==> config.mk <==
export PLATFORM = sky130hd
export DESIGN_NAME = predict_update_ctrl_flat
export DESIGN_NICKNAME = d
export VERILOG_FILES = /design/src/rtl/predict_update_if.sv /design/src/rtl/predict_update_ctrl.sv /design/src/flat_wrapper.sv
export SDC_FILE = /design/constraint.sdc
export NUM_CORES = 1
export LEC_CHECK = 0
export ABC_AREA = 1
export ABC_CLOCK_PERIOD_IN_PS = 7750
export CELL_PAD_IN_SITES_DETAIL_PLACEMENT = 1
export CELL_PAD_IN_SITES_GLOBAL_PLACEMENT = 1
export CORE_MARGIN = 4
export CORE_UTILIZATION = 46
export DETAILED_ROUTE_END_ITERATION = 6
export PLACE_DENSITY_LB_ADDON = 0.1
export SLEW_MARGIN = 5
export SYNTH_ARGS = -nofsm -noshare
export SYNTH_HDL_FRONTEND = slang
export SYNTH_SLANG_ARGS = --single-unit
export TNS_END_PERCENT = 5
==> constraint.sdc <==
create_clock -name CLK -period 7.75 [get_ports CLK]
set_input_delay 1.55 -clock CLK [delete_from_list [all_inputs] [get_ports CLK]]
set_output_delay 1.55 -clock CLK [all_outputs]
set_load 0.01 [all_outputs]
==> src/rtl/predict_update_if.sv <==
// predict_update_if
//   Bundles the E-stage branch-resolution inputs and the prediction-table
//   write port of predict_update_ctrl.
//   master : pipeline side (drives flush and the e_* lane signals, sees the
//            write port, stall and busy)
//   slave  : predict_update_ctrl side
//   Lane 1 is the older instruction, lane 2 the younger.
//   w_data layout: {valid, state[1:0], tag[TAG_W-1:0], target[PC_W-1:0]}
interface predict_update_if #(
  parameter int PC_W    = 13,
  parameter int INDEX_W = 11
);
  localparam int TAG_W  = PC_W - INDEX_W;
  localparam int DATA_W = 3 + TAG_W + PC_W;

  logic               flush;
  logic               e_val1;
  logic               e_val2;
  logic [PC_W-1:0]    e_pc1;
  logic [PC_W-1:0]    e_pc2;
  logic               e_taken1;
  logic               e_taken2;
  logic [PC_W-1:0]    e_target1;
  logic [PC_W-1:0]    e_target2;
  logic               e_hit1;
  logic               e_hit2;
  logic [1:0]         e_state1;
  logic [1:0]         e_state2;
  logic [INDEX_W-1:0] w_addr;
  logic [DATA_W-1:0]  w_data;
  logic               wen;
  logic               stall;
  logic               busy;

  modport master (
    output flush, e_val1, e_val2, e_pc1, e_pc2, e_taken1, e_taken2,
           e_target1, e_target2, e_hit1, e_hit2, e_state1, e_state2,
    input  w_addr, w_data, wen, stall, busy
  );

  modport slave (
    input  flush, e_val1, e_val2, e_pc1, e_pc2, e_taken1, e_taken2,
           e_target1, e_target2, e_hit1, e_hit2, e_state1, e_state2,
    output w_addr, w_data, wen, stall, busy
  );
endinterface

==> src/rtl/predict_update_ctrl.sv <==
// predict_update_ctrl
//   Owns the single write port of the direct-mapped branch prediction table.
//   After reset (and on flush) it sweeps every index writing zero; in RUN it
//   filters E-stage resolutions from both lanes, computes the 2-bit
//   saturating state, queues the resulting entries in a small FIFO and
//   drains one entry per cycle onto the write port.
//   Ports:
//     CLK  : clock, all state changes on the rising edge
//     RST  : synchronous active-high reset
//     bus  : predict_update_if slave (flush, e_* lanes, w_addr/w_data/wen,
//            stall, busy); all outputs are registered
module predict_update_ctrl #(
  parameter int DEPTH   = 4,
  parameter int PC_W    = 13,
  parameter int INDEX_W = 11
) (
  input  logic              CLK,
  input  logic              RST,
  predict_update_if.slave   bus
);
  localparam int TAG_W  = PC_W - INDEX_W;
  localparam int DATA_W = 3 + TAG_W + PC_W;
  localparam int ENT_W  = INDEX_W + DATA_W;
  localparam int PTR_W  = $clog2(DEPTH);
  localparam int CNT_W  = PTR_W + 1;
  localparam logic [INDEX_W-1:0] LAST_IDX  = '1;
  localparam logic [CNT_W-1:0]   STALL_LIM = CNT_W'(DEPTH - 2);

  typedef enum logic {SWEEP = 1'b0, RUN = 1'b1} state_t;

  // New 2-bit counter value; a miss can only reach here when taken (allocate).
  function automatic logic [1:0] sat_update(input logic hit, input logic taken,
                                            input logic [1:0] st);
    logic [1:0] r;
    if (!hit) r = 2'b10;
    else if (taken) r = (st == 2'b11) ? 2'b11 : st + 2'b01;
    else r = (st == 2'b00) ? 2'b00 : st - 2'b01;
    return r;
  endfunction

  state_t             state, state_next;
  logic [INDEX_W-1:0] sweep_cnt, sweep_cnt_next;
  logic [PTR_W-1:0]   rd_ptr, rd_ptr_next, wr_ptr, wr_ptr_next;
  logic [CNT_W-1:0]   count, count_next;
  logic               wen_r, wen_next;
  logic [INDEX_W-1:0] w_addr_r, w_addr_next;
  logic [DATA_W-1:0]  w_data_r, w_data_next;
  logic               busy_r, busy_next, stall_r, stall_next;
  logic [ENT_W-1:0]   mem [DEPTH];

  logic               q1, q2, use1, use2, accept, deq;
  logic [INDEX_W-1:0] idx1, idx2;
  logic [ENT_W-1:0]   ent1, ent2, slot0, slot1, rd_ent;
  logic               slot0_we, slot1_we;
  logic [1:0]         enq_n;

  // A not-taken miss is never written; qualifying lanes become FIFO entries.
  assign q1   = bus.e_val1 & (bus.e_hit1 | bus.e_taken1);
  assign q2   = bus.e_val2 & (bus.e_hit2 | bus.e_taken2);
  assign idx1 = bus.e_pc1[INDEX_W-1:0];
  assign idx2 = bus.e_pc2[INDEX_W-1:0];
  assign ent1 = {idx1, 1'b1, sat_update(bus.e_hit1, bus.e_taken1, bus.e_state1),
                 bus.e_pc1[PC_W-1:INDEX_W], bus.e_target1};
  assign ent2 = {idx2, 1'b1, sat_update(bus.e_hit2, bus.e_taken2, bus.e_state2),
                 bus.e_pc2[PC_W-1:INDEX_W], bus.e_target2};

  // stall_r guarantees two free slots, so an accepted pair can never overflow.
  assign accept = (state == RUN) & ~bus.flush & ~stall_r;
  // Lane2 is younger and wins a same-index collision.
  assign use1   = accept & q1 & ~(q2 & (idx1 == idx2));
  assign use2   = accept & q2;
  assign slot0_we = use1 | use2;
  assign slot1_we = use1 & use2;
  assign slot0    = use1 ? ent1 : ent2;
  assign slot1    = ent2;
  assign enq_n    = {use1 & use2, use1 ^ use2};
  assign deq      = (state == RUN) & ~bus.flush & (count != '0);
  assign rd_ent   = mem[rd_ptr];

  // Next-state, FIFO bookkeeping and write-port values.
  always_comb begin
    state_next     = state;
    sweep_cnt_next = sweep_cnt;
    rd_ptr_next    = rd_ptr;
    wr_ptr_next    = wr_ptr;
    count_next     = count;
    wen_next       = 1'b0;
    w_addr_next    = w_addr_r;
    w_data_next    = w_data_r;
    case (state)
      SWEEP: begin
        if (bus.flush) begin
          sweep_cnt_next = '0;
        end else begin
          wen_next       = 1'b1;
          w_addr_next    = sweep_cnt;
          w_data_next    = '0;
          sweep_cnt_next = sweep_cnt + INDEX_W'(1);
          if (sweep_cnt == LAST_IDX) state_next = RUN;
          else state_next = SWEEP;
        end
      end
      RUN: begin
        if (bus.flush) begin
          state_next     = SWEEP;
          sweep_cnt_next = '0;
          rd_ptr_next    = '0;
          wr_ptr_next    = '0;
          count_next     = '0;
        end else begin
          if (deq) begin
            wen_next    = 1'b1;
            w_addr_next = rd_ent[ENT_W-1:DATA_W];
            w_data_next = rd_ent[DATA_W-1:0];
            rd_ptr_next = rd_ptr + PTR_W'(1);
          end else begin
            rd_ptr_next = rd_ptr;
          end
          wr_ptr_next = wr_ptr + PTR_W'(enq_n);
          count_next  = count + CNT_W'(enq_n) - CNT_W'(deq);
        end
      end
      default: begin
        state_next     = SWEEP;
        sweep_cnt_next = '0;
      end
    endcase
    // busy covers the cycle showing the final sweep write, then drops.
    busy_next  = (state_next == SWEEP) | (state == SWEEP);
    stall_next = busy_next | (count_next > STALL_LIM);
  end

  // State and output registers with synchronous reset.
  always_ff @(posedge CLK) begin
    if (RST) begin
      state     <= SWEEP;
      sweep_cnt <= '0;
      rd_ptr    <= '0;
      wr_ptr    <= '0;
      count     <= '0;
      wen_r     <= 1'b0;
      w_addr_r  <= '0;
      w_data_r  <= '0;
      busy_r    <= 1'b1;
      stall_r   <= 1'b1;
    end else begin
      state     <= state_next;
      sweep_cnt <= sweep_cnt_next;
      rd_ptr    <= rd_ptr_next;
      wr_ptr    <= wr_ptr_next;
      count     <= count_next;
      wen_r     <= wen_next;
      w_addr_r  <= w_addr_next;
      w_data_r  <= w_data_next;
      busy_r    <= busy_next;
      stall_r   <= stall_next;
    end
  end

  // FIFO storage; contents are only meaningful below count, so no reset.
  always_ff @(posedge CLK) begin
    if (slot0_we) mem[wr_ptr] <= slot0;
    if (slot1_we) mem[wr_ptr + PTR_W'(1)] <= slot1;
  end

  assign bus.wen    = wen_r;
  assign bus.w_addr = w_addr_r;
  assign bus.w_data = w_data_r;
  assign bus.busy   = busy_r;
  assign bus.stall  = stall_r;
endmodule

==> src/flat_wrapper.sv <==
// flat-port wrapper written by rule: the top's interface ports become plain ports
module predict_update_ctrl_flat 
#(
  parameter int DEPTH   = 4,
  parameter int PC_W    = 13,
  parameter int INDEX_W = 11
)
  (CLK, RST, bus_flush, bus_e_val1, bus_e_val2, bus_e_pc1, bus_e_pc2, bus_e_taken1, bus_e_taken2, bus_e_target1, bus_e_target2, bus_e_hit1, bus_e_hit2, bus_e_state1, bus_e_state2, bus_w_addr, bus_w_data, bus_wen, bus_stall, bus_busy);
  predict_update_if #(.PC_W(PC_W), .INDEX_W(INDEX_W)) bus_i ();
  input  logic CLK;
  input  logic RST;
  input wire logic [$bits(bus_i.flush)-1:0] bus_flush;
  input wire logic [$bits(bus_i.e_val1)-1:0] bus_e_val1;
  input wire logic [$bits(bus_i.e_val2)-1:0] bus_e_val2;
  input wire logic [$bits(bus_i.e_pc1)-1:0] bus_e_pc1;
  input wire logic [$bits(bus_i.e_pc2)-1:0] bus_e_pc2;
  input wire logic [$bits(bus_i.e_taken1)-1:0] bus_e_taken1;
  input wire logic [$bits(bus_i.e_taken2)-1:0] bus_e_taken2;
  input wire logic [$bits(bus_i.e_target1)-1:0] bus_e_target1;
  input wire logic [$bits(bus_i.e_target2)-1:0] bus_e_target2;
  input wire logic [$bits(bus_i.e_hit1)-1:0] bus_e_hit1;
  input wire logic [$bits(bus_i.e_hit2)-1:0] bus_e_hit2;
  input wire logic [$bits(bus_i.e_state1)-1:0] bus_e_state1;
  input wire logic [$bits(bus_i.e_state2)-1:0] bus_e_state2;
  output wire logic [$bits(bus_i.w_addr)-1:0] bus_w_addr;
  output wire logic [$bits(bus_i.w_data)-1:0] bus_w_data;
  output wire logic [$bits(bus_i.wen)-1:0] bus_wen;
  output wire logic [$bits(bus_i.stall)-1:0] bus_stall;
  output wire logic [$bits(bus_i.busy)-1:0] bus_busy;
  assign bus_i.flush = bus_flush;
  assign bus_i.e_val1 = bus_e_val1;
  assign bus_i.e_val2 = bus_e_val2;
  assign bus_i.e_pc1 = bus_e_pc1;
  assign bus_i.e_pc2 = bus_e_pc2;
  assign bus_i.e_taken1 = bus_e_taken1;
  assign bus_i.e_taken2 = bus_e_taken2;
  assign bus_i.e_target1 = bus_e_target1;
  assign bus_i.e_target2 = bus_e_target2;
  assign bus_i.e_hit1 = bus_e_hit1;
  assign bus_i.e_hit2 = bus_e_hit2;
  assign bus_i.e_state1 = bus_e_state1;
  assign bus_i.e_state2 = bus_e_state2;
  assign bus_w_addr = bus_i.w_addr;
  assign bus_w_data = bus_i.w_data;
  assign bus_wen = bus_i.wen;
  assign bus_stall = bus_i.stall;
  assign bus_busy = bus_i.busy;
  predict_update_ctrl #(.DEPTH(DEPTH), .PC_W(PC_W), .INDEX_W(INDEX_W)) u_core (.CLK(CLK), .RST(RST), .bus(bus_i));
endmodule
* Word-level counts from Yosys, hierarchy flattened *
Memory sizes are Yosys's and may differ from the RTL's. A register that Yosys moved wholly into a read port is not among the register bits.
Cells that the tools add are included.

storage, ports and cells
  output and inout port bits = 32
  logic and storage cells = 95
  memories = 1
  memory bits (writable) = 116
  bits in registers = 51
  bits of input ports = 65

operators by class
  magnitude comparators = 1
  bitwise gates (word level) = 21
  muxes and demuxes = 38
  eq/ne operators = 8
  reduce and logical (&&, ||, !) cells = 6
  $add $sub $neg = 10

memory list
  memory      depth  width  rd ports  clocked after memory_dff  write ports  RTL line                   RTL
  u_core.mem  4      29     1         1                         2            predict_update_ctrl.sv:49  logic [ENT_W-1:0] mem [DEPTH];

operators by type and width
  cell                                                                  count
  11-bit 2-to-1 mux                                                     5
  18-bit 2-to-1 mux                                                     3
  11-bit case mux with 2 select lines                                   2
  18-bit case mux with 2 select lines                                   1
  29-bit 2-to-1 mux                                                     1
  2-bit 2-to-1 mux                                                      13
  11-bit by 1-bit adder with 11-bit output, second input constant       1
  11-bit equality test                                                  1
  11-bit equality test, second input constant                           1
  1-bit AND                                                             10
  1-bit 2-to-1 mux                                                      9
  2-bit by 1-bit adder with 2-bit output, second input constant         4
  2-bit inequality test, second input constant                          4
  3-bit 2-to-1 mux                                                      2
  1-bit NOT                                                             5
  1-bit OR                                                              5
  2-bit equality test, second input constant                            2
  2-bit zero test                                                       2
  1-bit case mux with 2 select lines                                    2
  2-bit by 1-bit subtractor with 2-bit output, second input constant    2
  3-bit by 2-bit adder with 3-bit output                                1
  3-bit by 2-bit > comparator with 1-bit output, second input constant  1
  3-bit AND reduction                                                   1
  3-bit nonzero test                                                    1
  5 further kinds                                                       5

* Longest topological paths before layout *
  depth after elaboration = 12
  mapped depth = 17
  depth with buffers taken out = 15

* Worst setup path before layout *
OpenSTA, ideal clock, no wires.

  kind = input to register
  start point = in bus_flush
  end point = mem u_core.mem[3][0] (netlist name), enable pin
  path buffers = 1
  setup time = 456 ps
  required time = 7294 ps
  arrival = 4576 ps
  slack = 2718 ps
  stages = 7
  cells stage by stage = nor2_4 inv_2 nor3_2 nand2_1 buf_2 ha_1 o31ai_1

RTL lines
  item         RTL line                   RTL
  from (decl)  flat_wrapper.sv:12         input wire logic [$bits(bus_i.flush)-1:0] bus_flush;
  to (decl)    predict_update_ctrl.sv:49

==> results.txt <==
die height: 147 um
io pins: 97
Cell Area, Placed: 0.0101 mm2
via count: 7999
worst-path fanout max: 29
cell internal pwr: 1660 uW
Hold Path Stages: 2
Initial Util: 46.9%
cts bufs inserted: 17
Static Leakage: 0.00434 uW
DRT antenna net count: 0
WL per Instance: 19.8 um
DP Wirelength: 18600 um
Std-Cell Rows: 50
r2r startpoint: u_core.state
combinational power share: 5.9%
Worst VDD drop: 0.112 mV
I/O Buffers: 96
flop2flop setup slack: 3540 ps
Max Transition Viols Final: 0
Synthesized Nets: 1165
Reg2Reg Depth: 14
CTS Root Cell: clkbuf_16
total track usage: 26.4%
diodes inserted: 0
largest net degree at the start of global routing: 58
Net count, final: 1238
gpl congestion: 0.830
worst clock skew: 8.01 ps
PwrDens: 193 mW/mm2
final setup violating endpoints: 0
Syn Inst Count: 1092
CTS tree: yes
Hold Path Class: reg2reg
clock share of power: 48.9%
Worst R2R End: u_core.mem[2][8]
Layout area overhead: 21.8%
Setup TNS: 0 ps
die width: 147 um
post-synthesis cell area: 0.00884 mm2
predominant post-synthesis flop cell: edfxtp_1
Syn Area/Cell: 8.09 um2
clock latency on the worst-skew pair: 430 ps
H-tree depth: 4
Fillers: 2271
CTS Hold Bufs: 0
Finished Core Util: 57.2%
Worst setup endpoint: u_core.mem[2][8]
cells resized by post-CTS repair: 0
initial antenna violation count: 1
Seq cells post-synth: 165
DR DRC count: 0
Setup crit start kind: input port
Yosys cell types: 39
synth warn: 0
Synth async-reset ratio: 0%
switching part of the total power: 20.2%
Final Hold Fails: 0
1st-iter DRT viols: 568
Pre-antenna DRT Iters: 5
layout cells sized above 1: 7.47%
Via density: 5.56
vias in the first global route: 8149
max cap viols: 0
Design Area, Final: 0.0108 mm2
Worst Setup SP: bus_e_taken1
Core Box Area: 0.0188 mm2
worst endpoint required time: 7900 ps
Switch Pwr: 419 uW
total gr overflow: 0
Max clock buf depth: 2
Seq/Total Area, Yosys: 50.1%
first-pass GRT wire length: 44400 um
CP endpoint kind: register
Slew @ Worst Pin: 1020 ps
final WL: 28400 um
clock-pin slew on the worst setup and hold paths: 60 ps
outcome: finished clean
WHS: 466 ps
register share of total power: 45.3%
setup bufs post-CTS: 0
final worst-path cycle share: 62.1%
DIE AREA: 0.0215 mm2
min Tclk post-route: 4810 ps
Data arrival, critical path: 4970 ps
clk sinks: 165
EDFF count, synth: 112
Slew headroom: 31.8%
fmax: 208 MHz
RSZ-0062 raised after global routing: false
critical path class: in2reg
[Yosys cell counts (2+ instances only)]
cell type / n / share of area, %
inv_1: 90 / 3.8
o221ai_1: 4 / 0.40
buf_4: 3 / 0.25
nor3_1: 4 / 0.23
o21ai_1: 5 / 0.28
a21oi_1: 30 / 1.7
xnor2_1: 5 / 0.50
buf_2: 4 / 0.23
clkbuf_1: 48 / 2.0
a32o_1: 2 / 0.23
o211ai_1: 4 / 0.34
inv_2: 5 / 0.21
buf_1: 2 / 0.085
ha_1: 7 / 0.99
or2_2: 2 / 0.14
o21ai_0: 70 / 4.0
o22ai_1: 25 / 1.8
edfxtp_1: 112 / 38
nand2_1: 355 / 15
nand3_1: 136 / 7.7
buf_12: 2 / 0.45
nand3_4: 20 / 4.0
o21a_1: 3 / 0.25
o31ai_1: 4 / 0.34
dfxtp_1: 53 / 12
nand4_1: 2 / 0.14
nor2_1: 83 / 3.5
[registers in the layout, indices dropped and copies added, names as in the netlist, 2 cells and up, named ones only]
name / count
u_core.bus.w_addr: 11
u_core.bus.w_data: 18
u_core.count: 3
u_core.mem: 112
u_core.rd_ptr: 2
u_core.sweep_cnt: 11
u_core.wr_ptr: 2
[cells in the final DEF (no fill, tap or decap), types with 5 or more instances in the layout]
cell type        instances
a21oi_1                 30
buf_4                   18
bufinv_16                8
clkbuf_16               17
clkdlybuf4s50_1         96
dfxtp_1                 53
edfxtp_1               112
ha_1                     7
inv_1                   89
inv_2                    6
nand2_1                355
nand3_1                135
nand3_4                 20
nor2_1                  79
nor2_2                   5
o21ai_0                 70
o21ai_1                  5
o22ai_1                 25
xnor2_1                  5
[power groups by stage]
stage / sequential (uW) / clock (uW) / combinational, uW
final: 941 / 1020 / 122
after detailed placement: 960 / 0 / 121
after floorplan: 961 / 0 / 55.5
after CTS: 941 / 1020 / 122
after global placement: 960 / 0 / 117
after global routing: 941 / 1060 / 136
[per-stage QoR]
step                std cells  power, uW  worst slack (ps)
floorplan                1092       1020              2720
global route             1438       2140              2790
finish                   1438       2080              2940
CTS                      1438       2090              3000
global placement         1406       1080              2750
detailed placement       1406       1080              2580
[worst min-delay path by stage]
stage / slack (ps) / startpoint / endpoint
3_5_place_dp: 460 / u_core.bus.w_data[6] / u_core.bus.w_data[6]
6_report: 470 / u_core.bus.w_data[6] / u_core.bus.w_data[6]
2_1_floorplan: 410 / u_core.rd_ptr[1] / register
5_1_grt: 490 / u_core.bus.w_data[9] / u_core.bus.w_data[9]
3_3_place_gp: 440 / u_core.rd_ptr[1] / u_core.rd_ptr[1]
4_1_cts: 470 / u_core.bus.w_data[6] / u_core.bus.w_data[6]
[worst max-delay path: stages]
cell and delay [ps]:
clkdlybuf4s50_1 450, o21ai_0 700, nor3_4 50, nand2_1 350, inv_1 110, ha_1 260
nand2_1 140, nor2_2 50, buf_4 260, inv_1 90, buf_4 390, o31ai_4 260
buf_4 310
[layer usage]
metal | vias to the layer above | wire length [um] | GRT usage, %
li1 | 3784 | - | -
met1 | 3908 | 12000 | 34.2
met2 | 266 | 14200 | 45.5
met3 | 39 | 1740 | 4.13
met4 | 2 | 487 | 8.47
met5 | - | 13 | 0
[final cells by class]
type / instances / area [um2] / share of cell area [%]
Clock inverter: 14 / 280 / 2.60
Sequential cell: 165 / 4420 / 41.1
Inverter: 95 / 357 / 3.31
Timing Repair Buffer: 114 / 1100 / 10.2
Multi-Input combinational cell: 772 / 3850 / 35.8
Tap cell: 260 / 325 / 3.02
Clock buffer: 18 / 429 / 3.99
[kinds of logic after synthesis]
| kind of cell | count (synthesis) | synth area share [%] |
|---|---|---|
| fa+ha+maj | 8 | 1.22 |
| flops | 165 | 50.1 |
| buf+inv | 155 | 7.22 |
| simple gates | 605 | 31.1 |
| compound gates | 152 | 9.71 |
| xor+xnor | 6 | 0.595 |
| mux | 1 | 0.113 |
(Power assumes the default switching activity.)
